[config.mk]
export PLATFORM = sky130hd
export DESIGN_NAME = io_port_hub_flat
export DESIGN_NICKNAME = d
export VERILOG_FILES = /design/src/rtl/io_port_hub_if.sv /design/src/rtl/io_port_hub.sv /design/src/flat_wrapper.sv
export SDC_FILE = /design/constraint.sdc
export NUM_CORES = 1
export LEC_CHECK = 0
export ABC_AREA = 1
export CAP_MARGIN = 5
export CORE_MARGIN = 2
export CORE_UTILIZATION = 35
export CTS_BUF_LIST = sky130_fd_sc_hd__clkbuf_4
export DETAILED_ROUTE_END_ITERATION = 6
export DONT_BUFFER_PORTS = 1
export GPL_TIMING_DRIVEN = 0
export SYNTH_ARGS = -nofsm -noshare
export SYNTH_HDL_FRONTEND = slang
export SYNTH_SLANG_ARGS = --single-unit
[constraint.sdc]
create_clock -name clk100 -period 1.9 [get_ports clk100]
set_input_delay 0 -clock clk100 [delete_from_list [all_inputs] [get_ports clk100]]
set_output_delay 0 -clock clk100 [all_outputs]
set_load 0.005 [all_outputs]
[src/rtl/io_port_hub_if.sv]
// Processor IO bus and per-channel UART signals for the IO port hub.
// The slave modport is the hub's view. The master modport is the view of the
// processor and the UARTs that surround the hub.
interface io_port_hub_if #(
  parameter int N = 2
) ();
  logic [7:0]     IO_port_ID;
  logic [7:0]     IO_write_data;
  logic           IO_write_strobe;
  logic           IO_read_strobe;
  logic [7:0]     IO_read_data;
  logic [8*N-1:0] ch_tx_data;
  logic [N-1:0]   ch_write_tx;
  logic [N-1:0]   ch_tx_full;
  logic [8*N-1:0] ch_rx_data;
  logic [N-1:0]   ch_rx_present;
  logic [N-1:0]   ch_read_ack;

  modport slave (
    input  IO_port_ID, IO_write_data, IO_write_strobe, IO_read_strobe,
    input  ch_tx_full, ch_rx_data, ch_rx_present,
    output IO_read_data, ch_tx_data, ch_write_tx, ch_read_ack
  );

  modport master (
    output IO_port_ID, IO_write_data, IO_write_strobe, IO_read_strobe,
    output ch_tx_full, ch_rx_data, ch_rx_present,
    input  IO_read_data, ch_tx_data, ch_write_tx, ch_read_ack
  );
endinterface

[src/rtl/io_port_hub.sv]
// N-channel IO port hub.
// Each channel has a data port and a status/control port. Each channel also has
// a TX staging FIFO that drains into its UART at most once every two cycles.
// Read data is registered, and RX read acks are registered.
module io_port_hub #(
  parameter int          NUM_CHANNELS = 2,
  parameter logic [7:0]  DATA_BASE    = 8'h01,
  parameter logic [7:0]  STAT_BASE    = 8'h10,
  parameter int          FIFO_DEPTH   = 4
) (
  input  logic          clk100,
  input  logic          reset,
  io_port_hub_if.slave  bus
);
  localparam int PW = $clog2(FIFO_DEPTH);
  localparam int CW = PW + 1;

  logic [NUM_CHANNELS-1:0]   ovf;
  logic [NUM_CHANNELS-1:0]   fifo_empty;
  logic [NUM_CHANNELS-1:0]   fifo_full;
  logic [NUM_CHANNELS-1:0]   write_tx;
  logic [NUM_CHANNELS-1:0]   read_ack;
  logic [8*NUM_CHANNELS-1:0] tx_data;
  logic [7:0]                read_data_d;
  logic [7:0]                read_data_q;

  generate
    for (genvar gi = 0; gi < NUM_CHANNELS; gi++) begin : g_ch
      logic          data_hit;
      logic          stat_hit;
      logic          push;
      logic          ovf_set;
      logic          ovf_clr;
      logic          flush;
      logic          drain;
      logic [7:0]    mem_q [FIFO_DEPTH];
      logic [PW-1:0] wr_ptr_q;
      logic [PW-1:0] rd_ptr_q;
      logic [CW-1:0] count_q;
      logic [CW-1:0] count_d;
      logic          ovf_q;
      logic          write_tx_q;
      logic          ack_q;
      logic [7:0]    tx_data_q;

      assign data_hit = (bus.IO_port_ID == 8'(DATA_BASE + gi));
      assign stat_hit = (bus.IO_port_ID == 8'(STAT_BASE + gi));

      // Occupancy before the edge decides whether a byte is accepted.
      // A drain in the same cycle does not make room for that byte.
      assign push    = bus.IO_write_strobe && data_hit && (count_q <  CW'(FIFO_DEPTH));
      assign ovf_set = bus.IO_write_strobe && data_hit && (count_q == CW'(FIFO_DEPTH));
      assign flush   = bus.IO_write_strobe && stat_hit && bus.IO_write_data[0];
      assign ovf_clr = (bus.IO_write_strobe && stat_hit && bus.IO_write_data[1]) ||
                       (bus.IO_read_strobe && stat_hit);
      // The gap after each pulse gives the UART time to raise its full flag.
      // A flush takes priority over any drain in the same cycle.
      assign drain   = (count_q != '0) && !bus.ch_tx_full[gi] && !write_tx_q && !flush;

      // Compute the next occupancy from the flush, push and pop events.
      always_comb begin
        count_d = count_q;
        if (flush) begin
          count_d = '0;
        end else if (push && !drain) begin
          count_d = count_q + CW'(1);
        end else if (!push && drain) begin
          count_d = count_q - CW'(1);
        end
      end

      // FIFO storage is written on an accepted push. It has no reset, so it can map to RAM.
      always_ff @(posedge clk100) begin
        if (push) begin
          mem_q[wr_ptr_q] <= bus.IO_write_data;
        end
      end

      // Update the pointers, the overflow flag, the TX output register and the RX ack.
      always_ff @(posedge clk100) begin
        if (!reset) begin
          wr_ptr_q   <= '0;
          rd_ptr_q   <= '0;
          count_q    <= '0;
          ovf_q      <= 1'b0;
          write_tx_q <= 1'b0;
          ack_q      <= 1'b0;
          tx_data_q  <= 8'h00;
        end else begin
          count_q    <= count_d;
          write_tx_q <= drain;
          ack_q      <= bus.IO_read_strobe && data_hit && bus.ch_rx_present[gi];
          if (flush) begin
            wr_ptr_q <= '0;
            rd_ptr_q <= '0;
          end else begin
            if (push) begin
              wr_ptr_q <= wr_ptr_q + PW'(1);
            end
            if (drain) begin
              rd_ptr_q  <= rd_ptr_q + PW'(1);
              tx_data_q <= mem_q[rd_ptr_q];
            end
          end
          if (ovf_set) begin
            ovf_q <= 1'b1;
          end else if (ovf_clr) begin
            ovf_q <= 1'b0;
          end
        end
      end

      assign ovf[gi]              = ovf_q;
      assign fifo_empty[gi]       = (count_q == '0);
      assign fifo_full[gi]        = (count_q == CW'(FIFO_DEPTH));
      assign write_tx[gi]         = write_tx_q;
      assign read_ack[gi]         = ack_q;
      assign tx_data[8*gi +: 8]   = tx_data_q;
    end
  endgenerate

  // Decode the port address into read data. An unmapped port reads as zero.
  always_comb begin
    read_data_d = 8'h00;
    for (int i = 0; i < NUM_CHANNELS; i++) begin
      if (bus.IO_port_ID == 8'(DATA_BASE + i)) begin
        read_data_d = bus.ch_rx_data[8*i +: 8];
      end
      if (bus.IO_port_ID == 8'(STAT_BASE + i)) begin
        read_data_d = {4'b0000, ovf[i], fifo_empty[i], fifo_full[i], bus.ch_rx_present[i]};
      end
    end
  end

  // Register the read data every cycle, whether or not a strobe is present.
  always_ff @(posedge clk100) begin
    if (!reset) begin
      read_data_q <= 8'h00;
    end else begin
      read_data_q <= read_data_d;
    end
  end

  assign bus.IO_read_data = read_data_q;
  assign bus.ch_write_tx  = write_tx;
  assign bus.ch_read_ack  = read_ack;
  assign bus.ch_tx_data   = tx_data;
endmodule
[src/flat_wrapper.sv]
// flat-port wrapper written by rule: the top's interface ports become plain ports
module io_port_hub_flat 
#(
  parameter int          NUM_CHANNELS = 2,
  parameter logic [7:0]  DATA_BASE    = 8'h01,
  parameter logic [7:0]  STAT_BASE    = 8'h10,
  parameter int          FIFO_DEPTH   = 4
)
  (clk100, reset, bus_IO_port_ID, bus_IO_write_data, bus_IO_write_strobe, bus_IO_read_strobe, bus_ch_tx_full, bus_ch_rx_data, bus_ch_rx_present, bus_IO_read_data, bus_ch_tx_data, bus_ch_write_tx, bus_ch_read_ack);
  io_port_hub_if bus_i ();
  input  logic clk100;
  input  logic reset;
  input wire logic [$bits(bus_i.IO_port_ID)-1:0] bus_IO_port_ID;
  input wire logic [$bits(bus_i.IO_write_data)-1:0] bus_IO_write_data;
  input wire logic [$bits(bus_i.IO_write_strobe)-1:0] bus_IO_write_strobe;
  input wire logic [$bits(bus_i.IO_read_strobe)-1:0] bus_IO_read_strobe;
  input wire logic [$bits(bus_i.ch_tx_full)-1:0] bus_ch_tx_full;
  input wire logic [$bits(bus_i.ch_rx_data)-1:0] bus_ch_rx_data;
  input wire logic [$bits(bus_i.ch_rx_present)-1:0] bus_ch_rx_present;
  output wire logic [$bits(bus_i.IO_read_data)-1:0] bus_IO_read_data;
  output wire logic [$bits(bus_i.ch_tx_data)-1:0] bus_ch_tx_data;
  output wire logic [$bits(bus_i.ch_write_tx)-1:0] bus_ch_write_tx;
  output wire logic [$bits(bus_i.ch_read_ack)-1:0] bus_ch_read_ack;
  assign bus_i.IO_port_ID = bus_IO_port_ID;
  assign bus_i.IO_write_data = bus_IO_write_data;
  assign bus_i.IO_write_strobe = bus_IO_write_strobe;
  assign bus_i.IO_read_strobe = bus_IO_read_strobe;
  assign bus_i.ch_tx_full = bus_ch_tx_full;
  assign bus_i.ch_rx_data = bus_ch_rx_data;
  assign bus_i.ch_rx_present = bus_ch_rx_present;
  assign bus_IO_read_data = bus_i.IO_read_data;
  assign bus_ch_tx_data = bus_i.ch_tx_data;
  assign bus_ch_write_tx = bus_i.ch_write_tx;
  assign bus_ch_read_ack = bus_i.ch_read_ack;
  io_port_hub #(.NUM_CHANNELS(NUM_CHANNELS), .DATA_BASE(DATA_BASE), .STAT_BASE(STAT_BASE), .FIFO_DEPTH(FIFO_DEPTH)) u_core (.clk100(clk100), .reset(reset), .bus(bus_i));
endmodule
==> results.cfg <==
[status]
outcome = finished clean

[pwr]
netSwitchingPower_mw = 1.94
combinationalPowerShare = 0.316
powerDensity_nw_per_um2 = 955
p_leak_nw = 2.72
seq_power_share = 0.480
fin_total_pwr_mw = 5.87
internal-power_mw = 3.93
ir_drop_mv = 0.627
swShare = 0.331
power_frac_clock = 0.204

[sta]
setup_viol = 0
setup_ws_ns = 0.0490
slew_viol_final = 0
post-route-period-util = 0.974
max-slew-margin-rel = 0.446
skew_ns = 0.0104
post-route-min-period_ns = 1.85
rsz0062_at_grt = yes
achievable-frequency_mhz = 540
tightest_slew_ns = 0.829
final_hold_viol_count = 0

[routing]
num_vias = 3763
drt-vias-per-instance = 4.53
drtAntennaViolNets = 0
drtIter0Drc = 182
routedWlPerCell_um = 13.1
drc_errors = 0
routed_wl_um = 10900
firstDrtPassIters = 5

[worst_hold_path]
worstHoldPathType = in2reg
hold_path.startpoint = bus_IO_write_data[0]

[layout]
stdcell_area_um2 = 6140
fill_cells = 1414
final_common_cell = nand2_1
final_nets = 693
antenna_cells = 0
final_cells = 830
synthToLayoutAreaGrowth_pct = 20.1
mostFrequentLayoutCells = nand2_1 (123), inv_1 (100), nand3_1 (64), edfxtp_1 (64), dlygate4sd3_1 (49)
drive_gt1_frac = 0.167

[synth]
ys.flop_type = edfxtp_1
yosysSeqAreaShare = 0.548
synthesis.area_um2 = 5110
netlist_instances = 567
async_flop_share = 0
synth_edf_count = 64
synth.avg_cell_area_um2 = 9.01
ys_types = 34
syn_nets = 619
ys_ff_latch = 108
yosysWarningCount = 0

[placed_design]
place_congestion = 0.817
io_buffers = 0
dpl_cell_area_um2 = 5340
dp_slack_ns = -0.142
place_inst = 751
dpl.hpwl_um = 7460

[worst_setup_path]
crit_top_cell = inv_2
critPathMaxFanout = 10
crit_path_end_kind = flip-flop
required_ns = 2.32
startpoint = bus_IO_write_strobe
critPathLaunchType = input pin
critical_path_arrival_ns = 2.27
max_stage_delay_ns = 0.53
worstReg2RegStart = u_core.g_ch[0].count_q[1]
critPathKind = in2reg
worstPathCellList = dlygate4sd3_1, buf_4, nand2_1, inv_2, nand3_4, nand2_8, ha_4, inv_2, fa_2, a21oi_1, o21ai_1, xor2_1, nor2_1
slowest_stage = dlygate4sd3_1

[clock_tree]
clock_latency_ns = 0.47
clkSinkCount = 108
clkSlewWorstSetupHoldPaths_ns = 0.16
tritoncts = built
cts_root_buf = clkbuf_4
htree_levels = 3
clock_path_buffers = 2
cts_buffers = 9

[global_route]
grt_pass1_wl_um = 18300
grt_max_degree = 19
antenna_found_initial = 0
grt_pass1_vias = 3871
grt_overflow = 0
grt_util_all_layers = 0.145

[floorplan]
dieArea_um2 = 15600
io_pins = 68
die_y_um = 125
start_util = 0.354
rows = 44
core_um2 = 14400
die_x_um = 125

[job]
maxCapViolations = 0
[kinds of logic (layout without fill, tap and decap cells)]
group                    after synthesis  count (layout)  synth area share
AO/OA/AOI/OAI                         26              26            0.0255
XOR/XNOR                               4               4           0.00685
adder cells (fa/ha/maj)               12              12            0.0323
buffers and inverters                135             214             0.112
flip-flops                           108             108             0.548
multiplexers                           2               2           0.00392
AND/OR/NAND/NOR                      280             280             0.271
[critical path: cells and delay by family]
family | cells | cell delay, ns
and+or+nand+nor | 4 | 0.53
xor gates and xnor gates | 1 | 0.14
AOI/OAI and AO/OA | 2 | 0.22
adders and majority gates | 2 | 0.49
buffers and inverters | 4 | 0.87
[power by group through the flow]
stage               clock (mW)  combinational [mW]  sequential, mW
detailed placement           0                1.52            2.88
floorplan                    0                1.25            2.85
CTS                       1.24                1.76            2.82
global placement             0                1.48            2.87
finish                    1.20                1.85            2.82
global route              1.32                2.10            2.84
[cell type report]
class / instances / area [µm²] / share of cell area
inverters: 117 / 442 / 0.0719
flip-flops and latches: 108 / 2810 / 0.458
repair buffers: 63 / 606 / 0.0986
multi-input cells: 324 / 1770 / 0.288
clock buffers: 10 / 75.1 / 0.0122
clock inverters: 6 / 71.3 / 0.0116
plain buffers: 18 / 139 / 0.0226
well taps: 184 / 230 / 0.0375
[synth_stat cells (4+ instances only)]
master,count,share of area
a21oi_1,19,0.019
buf_2,4,0.0039
buf_4,10,0.015
dfxtp_1,44,0.17
edfxtp_1,64,0.38
ha_1,10,0.024
inv_1,104,0.076
inv_2,9,0.0066
nand2_1,124,0.091
nand2_2,8,0.0098
nand2_4,4,0.0088
nand3_1,64,0.063
nor2_1,48,0.035
nor2_2,13,0.016
o21ai_0,4,0.0039
xor2_1,4,0.0069
[per-stage QoR]
step / utilization / TNS [ns] / hold WS [ns]
2_1_floorplan: - / 0 / 0.0989
5_1_grt: 0.426 / -0.169 / 0.0368
6_report: 0.426 / 0 / 0.0526
4_1_cts: 0.421 / -0.00852 / 0.00357
3_3_place_gp: 0.370 / -0.0877 / 0.0993
3_5_place_dp: 0.370 / -0.178 / 0.0994
[path summary, 6_finish.rpt]
check | to | slack, ns | cells after the start
worst max-delay path | u_core.g_ch[0].count_q[2] | 0.05 | 13
worst min-delay path | u_core.g_ch[0].mem_q[0][0] | 0.05 | 1
worst max register to register | u_core.g_ch[0].count_q[2] | 0.07 | 12
worst min register to register | u_core.g_ch[0].ovf_q | 0.50 | 2
[routing by layer]
layer / global-route usage / vias to the layer above / wire, µm / share of wire
li1: - / 1906 / - / -
met1: 0.175 / 1746 / 4650 / 0.43
met2: 0.252 / 95 / 5500 / 0.50
met3: 0.0369 / 16 / 563 / 0.052
met4: 0.0484 / 0 / 187 / 0.017
met5: 0 / - / 0 / 0
[registers in the layout, indices dropped and copies added (netlist names)]
name                     flops
u_core.g_ch.rd_ptr_q         4
u_core.g_ch.mem_q           64
u_core.g_ch.count_q          6
u_core.g_ch.ack_q            2
u_core.g_ch.write_tx_q       2
u_core.g_ch.ovf_q            2
u_core.g_ch.tx_data_q       16
u_core.bus.IO_read_data      8
u_core.g_ch.wr_ptr_q         4
[what timing repair did]
action / CTS / global route
endpoints found under the hold margin: 108 / 0
resized for setup: 10 / 14
pin swaps: 2 / 7
setup buffers: 7 / 5
endpoints found under the setup margin: 4 / 9
hold buffers: 51 / 0
No activity file was read; power rests on OpenSTA's default activity.
